<file path="src/rtl/stream_downsizer.sv">
// Reader-side width converter: serialises each wide valid/ready beat into narrow
// words, LSB word first, with partial-beat word counts and packet-end propagation.
module stream_downsizer #(
  parameter int IN_WIDTH  = 512,
  parameter int OUT_WIDTH = 32
) (
  input  logic                                  clk,
  input  logic                                  rst_n,
  input  logic                                  us_valid,
  input  logic [IN_WIDTH-1:0]                   us_data,
  input  logic [$clog2(IN_WIDTH/OUT_WIDTH)-1:0] us_words,
  input  logic                                  us_last,
  output logic                                  us_ready,
  output logic                                  ds_valid,
  output logic [OUT_WIDTH-1:0]                  ds_data,
  output logic                                  ds_last,
  input  logic                                  ds_ready
);

  localparam int RATIO = IN_WIDTH / OUT_WIDTH;
  localparam int CNT_W = $clog2(RATIO);

  if ((IN_WIDTH % OUT_WIDTH) != 0 || RATIO < 2) begin : g_bad_params
    $error("stream_downsizer: IN_WIDTH must be a multiple of OUT_WIDTH with ratio >= 2");
  end

  typedef enum logic {
    EMPTY = 1'b0,
    BUSY  = 1'b1
  } state_e;

  state_e               state_q, state_d;
  logic [IN_WIDTH-1:0]  shift_q, shift_d;
  logic [CNT_W-1:0]     idx_q, idx_d;
  logic [CNT_W-1:0]     cnt_q, cnt_d;
  logic                 last_q, last_d;
  logic                 dlast_q, dlast_d;

  logic final_word;
  logic us_hs;
  logic ds_hs;

  assign final_word = (idx_q == cnt_q);
  // Accept a new beat either when empty or as the final word leaves, so beats chain without a bubble.
  assign us_ready   = rst_n && ((state_q == EMPTY) || (ds_ready && final_word));
  assign us_hs      = us_valid && us_ready;
  assign ds_hs      = (state_q == BUSY) && ds_ready;

  assign ds_valid = (state_q == BUSY);
  assign ds_data  = shift_q[OUT_WIDTH-1:0];
  assign ds_last  = dlast_q;

  always_comb begin
    state_d = state_q;
    shift_d = shift_q;
    idx_d   = idx_q;
    cnt_d   = cnt_q;
    last_d  = last_q;
    dlast_d = dlast_q;
    if (us_hs) begin
      state_d = BUSY;
      shift_d = us_data;
      idx_d   = '0;
      cnt_d   = us_words;
      last_d  = us_last;
      dlast_d = us_last && (us_words == '0);
    end else if (ds_hs) begin
      if (final_word) begin
        state_d = EMPTY;
        dlast_d = 1'b0;
      end else begin
        shift_d = shift_q >> OUT_WIDTH;
        idx_d   = idx_q + CNT_W'(1);
        dlast_d = last_q && ((idx_q + CNT_W'(1)) == cnt_q);
      end
    end
  end

  always_ff @(posedge clk or negedge rst_n) begin
    if (!rst_n) begin
      state_q <= EMPTY;
      shift_q <= '0;
      idx_q   <= '0;
      cnt_q   <= '0;
      last_q  <= 1'b0;
      dlast_q <= 1'b0;
    end else begin
      state_q <= state_d;
      shift_q <= shift_d;
      idx_q   <= idx_d;
      cnt_q   <= cnt_d;
      last_q  <= last_d;
      dlast_q <= dlast_d;
    end
  end

endmodule

</file>
<file path="config.mk">
export PLATFORM = sky130hd
export DESIGN_NAME = stream_downsizer
export DESIGN_NICKNAME = d
export VERILOG_FILES = /design/src/rtl/stream_downsizer.sv
export SDC_FILE = /design/constraint.sdc
export NUM_CORES = 1
export LEC_CHECK = 0
export CAP_MARGIN = 5
export CORE_UTILIZATION = 47
export DETAILED_ROUTE_END_ITERATION = 10
export PLACE_DENSITY = 0.85
export REMOVE_ABC_BUFFERS = 1
export SLEW_MARGIN = 10
export SYNTH_ARGS = -nofsm -noshare
export SYNTH_HDL_FRONTEND = slang
export SYNTH_SLANG_ARGS = --single-unit
</file>
<file path="constraint.sdc">
create_clock -name clk -period 2.1 [get_ports clk]
set_clock_uncertainty 0.05 [all_clocks]
set_input_delay 0.63 -clock clk [delete_from_list [all_inputs] [get_ports clk]]
set_output_delay 0.63 -clock clk [all_outputs]
set_load 0.02 [all_outputs]
</file>
==> metrics.cfg, run 1 <==
[flow_run]
cap_violations = 0

[clock_tree]
cts_tree = built
clockRootBuffer = clkbuf_16
insertion_delay_ps = 620
htreeDepth = 2
cts_made_buffers = 56
clk_path_buf_depth = 3
cts_sinks = 523
clkSlewWorstSetupHoldPaths_ps = 60

[global_route]
grt_pass1_vias = 20110
met2_usage = 0.4980
use_met1 = 0.3251
grt_max_degree = 142
grt_use_met3 = 0.05578
gr-max-usage-layer = met2
overflow = 0
antenna_found_initial = 31
grt_usage = 0.2827
grt_pass1_wl_microns = 123300

[critical_path]
cp-startpoint = cnt_q[2]
arrival_ps = 1920
r2r_end = shift_q[246]
crit_type = reg2out
crit_chain = xnor2_2 -> nand4_1 -> o21ai_2 -> and2_4 -> buf_6
cp_max_fo = 2
reg2reg_setup_slack_ps = -420
critPathLaunchType = register
cp_slowest_cell = dfrtp_1
required_ps = 1420
crit_path_end_kind = output pin
reg2reg_depth = 10
reg2reg_from = cnt_q[2]
max_stage_delay_ps = 420
critPathCapture = us_ready

[status]
violations = negative setup slack
status = complete, but fails checks

[synth]
synthTopCellsByCount = 523 x dfrtp_1, 441 x mux2_2, 356 x mux2_1
synth-main-ff-cell = dfrtp_1
synth_most_common_cell = dfrtp_1
yosysTopAreaCell = dfrtp_1
syn_area_per_cell_sq_um = 15.28
yosysTopAreaCellShare = 0.4943
synth_area_sq_um = 26480
ys_types = 26
ys_seq_elements = 523
ys_seq_area_frac = 0.4943
syn_inst = 1733
synth_top_cells_by_area = dfrtp_1 49%, mux2_2 19%, mux2_1 15%, mux2_4 11%, buf_2 1.6%
synth_edf_count = 0
synth_warnings = 0
async_flop_share = 1.000

[cells_and_area]
post-route-util = 0.7343
fin_cells = 3267
area_growth_pct = 53.67
finalNetCount = 2964
drive_above_1_share = 0.5257

[timing]
finalCriticalPeriod_ps = 2596
worst_slew_pin_slew_ps = 823.5
fmax_mhz = 385.2
fin_hold_ws_ps = 87.27
post-route-period-util = 1.236
drv_slew = 0
maxSlewHeadroom = 0.4510
setup_viol = 535
fin_ws_ps = -495.8
hold_violations = 0
rsz0062_at_grt = true

[power_and_ir_drop]
power.leakage_nw = 19.68
combPwrFrac = 0.547
switching_share = 0.2975
switchingPower_mw = 18.97
peakVddDrop_uv = 1112
total_power_mw = 63.79
cell_internal_pwr_mw = 44.81
power_density_nw_per_um2 = 1568
power.share.clock = 0.159
pwr-share-seq = 0.294

[place]
place_congestion = 0.8393
place_inst = 2997
hpwl_microns = 45040
io_buffer_count = 555

[detailed_routing]
postRouteAntennaNets = 0
vias = 18290
drt_first_iter_violations = 859
routedWlPerCell_microns = 27.78
vias_per_cell = 5.598
post-route-drc-count = 0
dr.pass1.iters = 4
routed_wirelength_microns = 90770

[floorplanning]
coreArea_sq_um = 55420
die-area_sq_um = 57290
pin_count = 556
rows = 86
start_util = 0.4778
chipWidth_microns = 239.4
fp.dieH_microns = 239.4

[hold_path]
hold_class = in2async

-- through the flow --
stage | setup TNS, ps | setup WS (ps) | cell area (sq um)
global placement | -354430 | -802.3 | 33220
CTS | -145230 | -508.1 | 39220
finish | -152870 | -495.8 | 40690
global route | -189060 | -573.0 | 40680
detailed placement | -365740 | -821.5 | 33220
floorplan | -9316840 | -18320 | 25530
-- critical path: cells and delay by family, from the launching register on --
family,cells,cell delay (ps)
flip-flops,1,420
AND/OR/NAND/NOR,2,380
AO/OA/AOI/OAI,1,210
XOR/XNOR,1,180
buffers and inverters,1,110
-- power groups by stage --
stage | clock network, mW | registers [mW] | logic [mW]
2_1_floorplan | 0 | 16.6 | 11.5
3_3_place_gp | 0 | 17.5 | 20.1
3_5_place_dp | 0 | 17.9 | 21.1
4_1_cts | 10.2 | 17.9 | 30.1
5_1_grt | 10.6 | 19.0 | 36.5
6_report | 10.1 | 18.7 | 34.9
-- worst min-delay path by stage --
stage	slack (ps)	end	from
final	90	shift_q[262]	rst_n
after floorplan	280	cnt_q[0]	rst_n
after CTS	80	shift_q[262]	rst_n
after detailed placement	450	last_q	last_q
after global placement	450	last_q	last_q
after global routing	100	shift_q[198]	rst_n
-- per-layer routing --
layer	vias up	share of wire	wire (microns)
met4	4	0.059	5342
met5	-	0.00032	29
met2	722	0.52	46770
met3	310	0.052	4746
li1	7695	-	-
met1	9558	0.37	33880
-- registers in the layout, indices dropped and copies added (netlist names) --
register	count
shift_q	512
cnt_q	4
idx_q	4
ds_last	1
ds_valid	1
last_q	1
-- logic make-up after synthesis --
family | after synthesis | synth area share
XOR/XNOR | 10 | 0.004159
multiplexers | 999 | 0.4531
buffers and inverters | 148 | 0.03610
AO/OA/AOI/OAI | 3 | 0.001276
flip-flops | 523 | 0.4943
adder cells (fa/ha/maj) | 1 | 0.0004725
AND/OR/NAND/NOR | 49 | 0.01059
-- cell usage in the layout (no fill, tap or decap), drive strengths merged, types with 4 or more instances in the layout --
| cell | synthesis | final |
|---|---|---|
| clkbuf | 0 | 101 |
| bufbuf | 0 | 6 |
| xnor2 | 7 | 7 |
| nor2 | 4 | 4 |
| clkdlybuf4s50 | 0 | 537 |
| buf | 147 | 223 |
| nor2b | 32 | 32 |
| nand2 | 5 | 5 |
| inv | 1 | 4 |
| dlygate4sd2 | 0 | 15 |
| dfrtp | 523 | 523 |
| diode | 0 | 31 |
| clkinv | 0 | 10 |
| mux2 | 997 | 997 |
-- what timing repair did --
item | CTS | global route
gates cloned | 60 | 16
hold buffers | 2 | 0
buffers inserted | 62 | 31
hold endpoints to repair | 5 | 0
gates resized for setup | 505 | 392
endpoints found under the setup margin | 546 | 535
pin swaps | 8 | 4
-- final cells by class --
class / instances / area [sq um]
multi-input cells: 1062 / 14850
clock inverters: 17 / 151.4
inverters: 1 / 3.754
flip-flops and latches: 523 / 13090
well taps: 748 / 935.9
fillers: 3042 / 14730
clock buffers: 87 / 1699
repair buffers: 798 / 9883
diodes: 31 / 77.57
Power figures use the tool's default switching activity.
==> run 2: changes to the inputs <==
Settings changed: SKIP_LAST_GASP set to 1.
==> run 2 against run 1 <==
Compared with the run above: first-iteration DRC count fell by 4.7%; die area did not move; clock power barely moved; final area rose by 1.0%; cell count rose by 0.67%; the flow still finishes with violations (negative setup slack); via count fell by 0.40%; register-to-register slack barely moved.
==> metrics.cfg, run 2 (synthesis gave the netlist of run 1 again) <==
[cells_and_area]
final_cell_mix = 857 x mux2_4, 523 x dfrtp_1, 519 x clkdlybuf4s50_1, 121 x mux2_2, 76 x clkbuf_16
largest_registers = shift_q (512), cnt_q (4), idx_q (4)
drive_above_1_share = 0.5350  ; +0.009235
multi_input_area_sq_um = 14950  ; +0.70%
final_common_cell = mux2_4
finalNetCount = 2979  ; +0.51%
finish.instance_area_sq_um = 41110  ; +1.0%
regArea_sq_um = 13090  ; unchanged
regMostFlops = shift_q
largest_register_ffs = 512  ; unchanged
post-route-util = 0.7418  ; +0.007586
fillers = 3017  ; -0.82%
area_growth_pct = 55.26

[floorplanning]
chipWidth_microns = 239.4  ; unchanged
die-area_sq_um = 57290  ; unchanged
start_util = 0.4778  ; unchanged
rows = 86  ; unchanged
fp.dieH_microns = 239.4  ; unchanged
pin_count = 556  ; unchanged
coreArea_sq_um = 55420  ; unchanged

[place]
placed_cell_area_sq_um = 33220  ; unchanged
place_congestion = 0.8393  ; unchanged
hpwl_microns = 45040  ; unchanged
io_buffer_count = 555  ; unchanged

[clock_tree]
insertion_delay_ps = 620  ; about the same
clk_path_buf_depth = 3  ; unchanged
cts_sinks = 523  ; unchanged
htreeDepth = 2  ; unchanged
clkSlewWorstSetupHoldPaths_ps = 60  ; about the same
cts_tree = built
cts_made_buffers = 56  ; unchanged
clockRootBuffer = clkbuf_16

[detailed_routing]
postRouteAntennaNets = 0  ; unchanged
vias = 18220  ; -0.40%
post-route-drc-count = 0  ; unchanged
routed_wirelength_microns = 92480  ; +1.9%
routedWlPerCell_microns = 28.12  ; +1.2%
drt_first_iter_violations = 819  ; -4.7%
vias_per_cell = 5.538  ; -1.1%
dr.pass1.iters = 7  ; +3

[timing]
drv_slew = 0  ; unchanged
maxSlewHeadroom = 0.4399  ; -0.01114
fin_ws_ps = -431.9  ; +63.90 ps
worst_slew_pin_slew_ps = 840.2  ; +16.71 ps
fmax_mhz = 395.0  ; +2.5%
setup_viol = 519  ; -3.0%
finalCriticalPeriod_ps = 2532  ; -63.90 ps
rsz0062_at_grt = true
post-route-period-util = 1.206  ; -0.03043
hold_violations = 0  ; unchanged

[critical_path]
required_ps = 1420  ; about the same
crit_type = reg2out
crit_path_end_kind = output pin
cp_max_fo = 2  ; unchanged
reg2reg_depth = 11  ; +1
critPathLaunchType = register
arrival_ps = 1850  ; -70 ps
reg2reg_setup_slack_ps = -410  ; about the same

[global_route]
grt_use_met3 = 0.05716  ; +0.001383
gr-max-usage-layer = met2
use_met1 = 0.3174  ; -0.007704
grt_pass1_vias = 19980  ; -0.65%
grt_max_degree = 142  ; unchanged
antenna_found_initial = 39  ; +26%
met2_usage = 0.4918  ; -0.006166
overflow = 0  ; unchanged
grt_usage = 0.2785  ; -0.004245
grt_pass1_wl_microns = 121000  ; -1.9%

[flow_run]
cap_violations = 0  ; unchanged

[power_and_ir_drop]
power_density_nw_per_um2 = 1573  ; +0.32%
power.leakage_nw = 20.07  ; +2.0%
peakVddDrop_uv = 1127  ; +1.3%
total_power_mw = 64.66  ; +1.4%

[hold_path]
hold_class = in2async

[status]
violations = negative setup slack
status = complete, but fails checks

-- run 2: changes by cell type in the layout (fill, tap and decap cells not counted), moves of 7 or more --
| cell | change |
|---|---|
| buf_12 | +9 |
| buf_16 | -7 |
| buf_8 | +10 |
| clkdlybuf4s50_1 | -18 |
| diode_2 | +7 |
| dlymetal6s2s_1 | +18 |
| mux2_1 | -13 |
| mux2_2 | -10 |
| mux2_4 | +23 |
-- run 2: what timing repair did --
action | in CTS | in global routing
pin swaps | 8 | 5
buffers inserted | 62 | 56
gates resized for setup | 425 | 555
hold buffers | 2 | 0
cloned | 60 | 20
setup endpoints to repair | 546 | 536
endpoints found under the hold margin | 5 | 0
-- run 2: stage by stage --
| stage | setup WS [ps] | hold slack, ps | std cells | setup TNS [ps] |
|---|---|---|---|---|
| floorplan | -18320 | 284.4 | 1586 | -9316840 |
| CTS | -508.1 | 82.83 | 3221 | -153850 |
| detailed placement | -821.5 | 453.6 | 2997 | -365740 |
| global route | -520.8 | 103.8 | 3286 | -182250 |
| global placement | -802.3 | 447.2 | 2997 | -354430 |
| finish | -431.9 | 115.0 | 3289 | -148250 |
-- run 2: area by class of cell --
cell class,instances,share of cell area
multi-input combinational,1062,0.3638
inverter,1,0.00009131
sequential,523,0.3184
clock buffer,87,0.04133
tap,748,0.02277
antenna,38,0.002313
timing repair buffer,813,0.2477
clock inverter,17,0.003683
-- run 2: path summary, 6_finish.rpt --
kind                               start           end
max in group asynchronous          rst_n  shift_q[148]
worst max register to register  cnt_q[1]  shift_q[194]
worst min register to register    last_q        last_q
worst max-delay path            cnt_q[2]      us_ready
min in group clk                  last_q        last_q
worst min-delay path               rst_n  shift_q[166]
-- run 2: critical path, cell delays in order, from the launching register on --
cell and delay (ps):
dfrtp_1 420, xnor2_2 180, nand4_1 190, o21ai_2 190, and2_4 160, buf_6 110
-- run 2: layer usage --
metal | share of wire | vias up
met2 | 0.52 | 725
met5 | 0.00067 | -
met4 | 0.062 | 8
met3 | 0.052 | 330
met1 | 0.37 | 9427
li1 | - | 7726
-- run 2: power by group --
group | switching [mW] | internal [mW] | total, mW
clock network | 4.45 | 5.80 | 10.2
registers | 3.63 | 15.2 | 18.8
logic | 11.3 | 24.3 | 35.6
total | 19.4 | 45.3 | 64.7
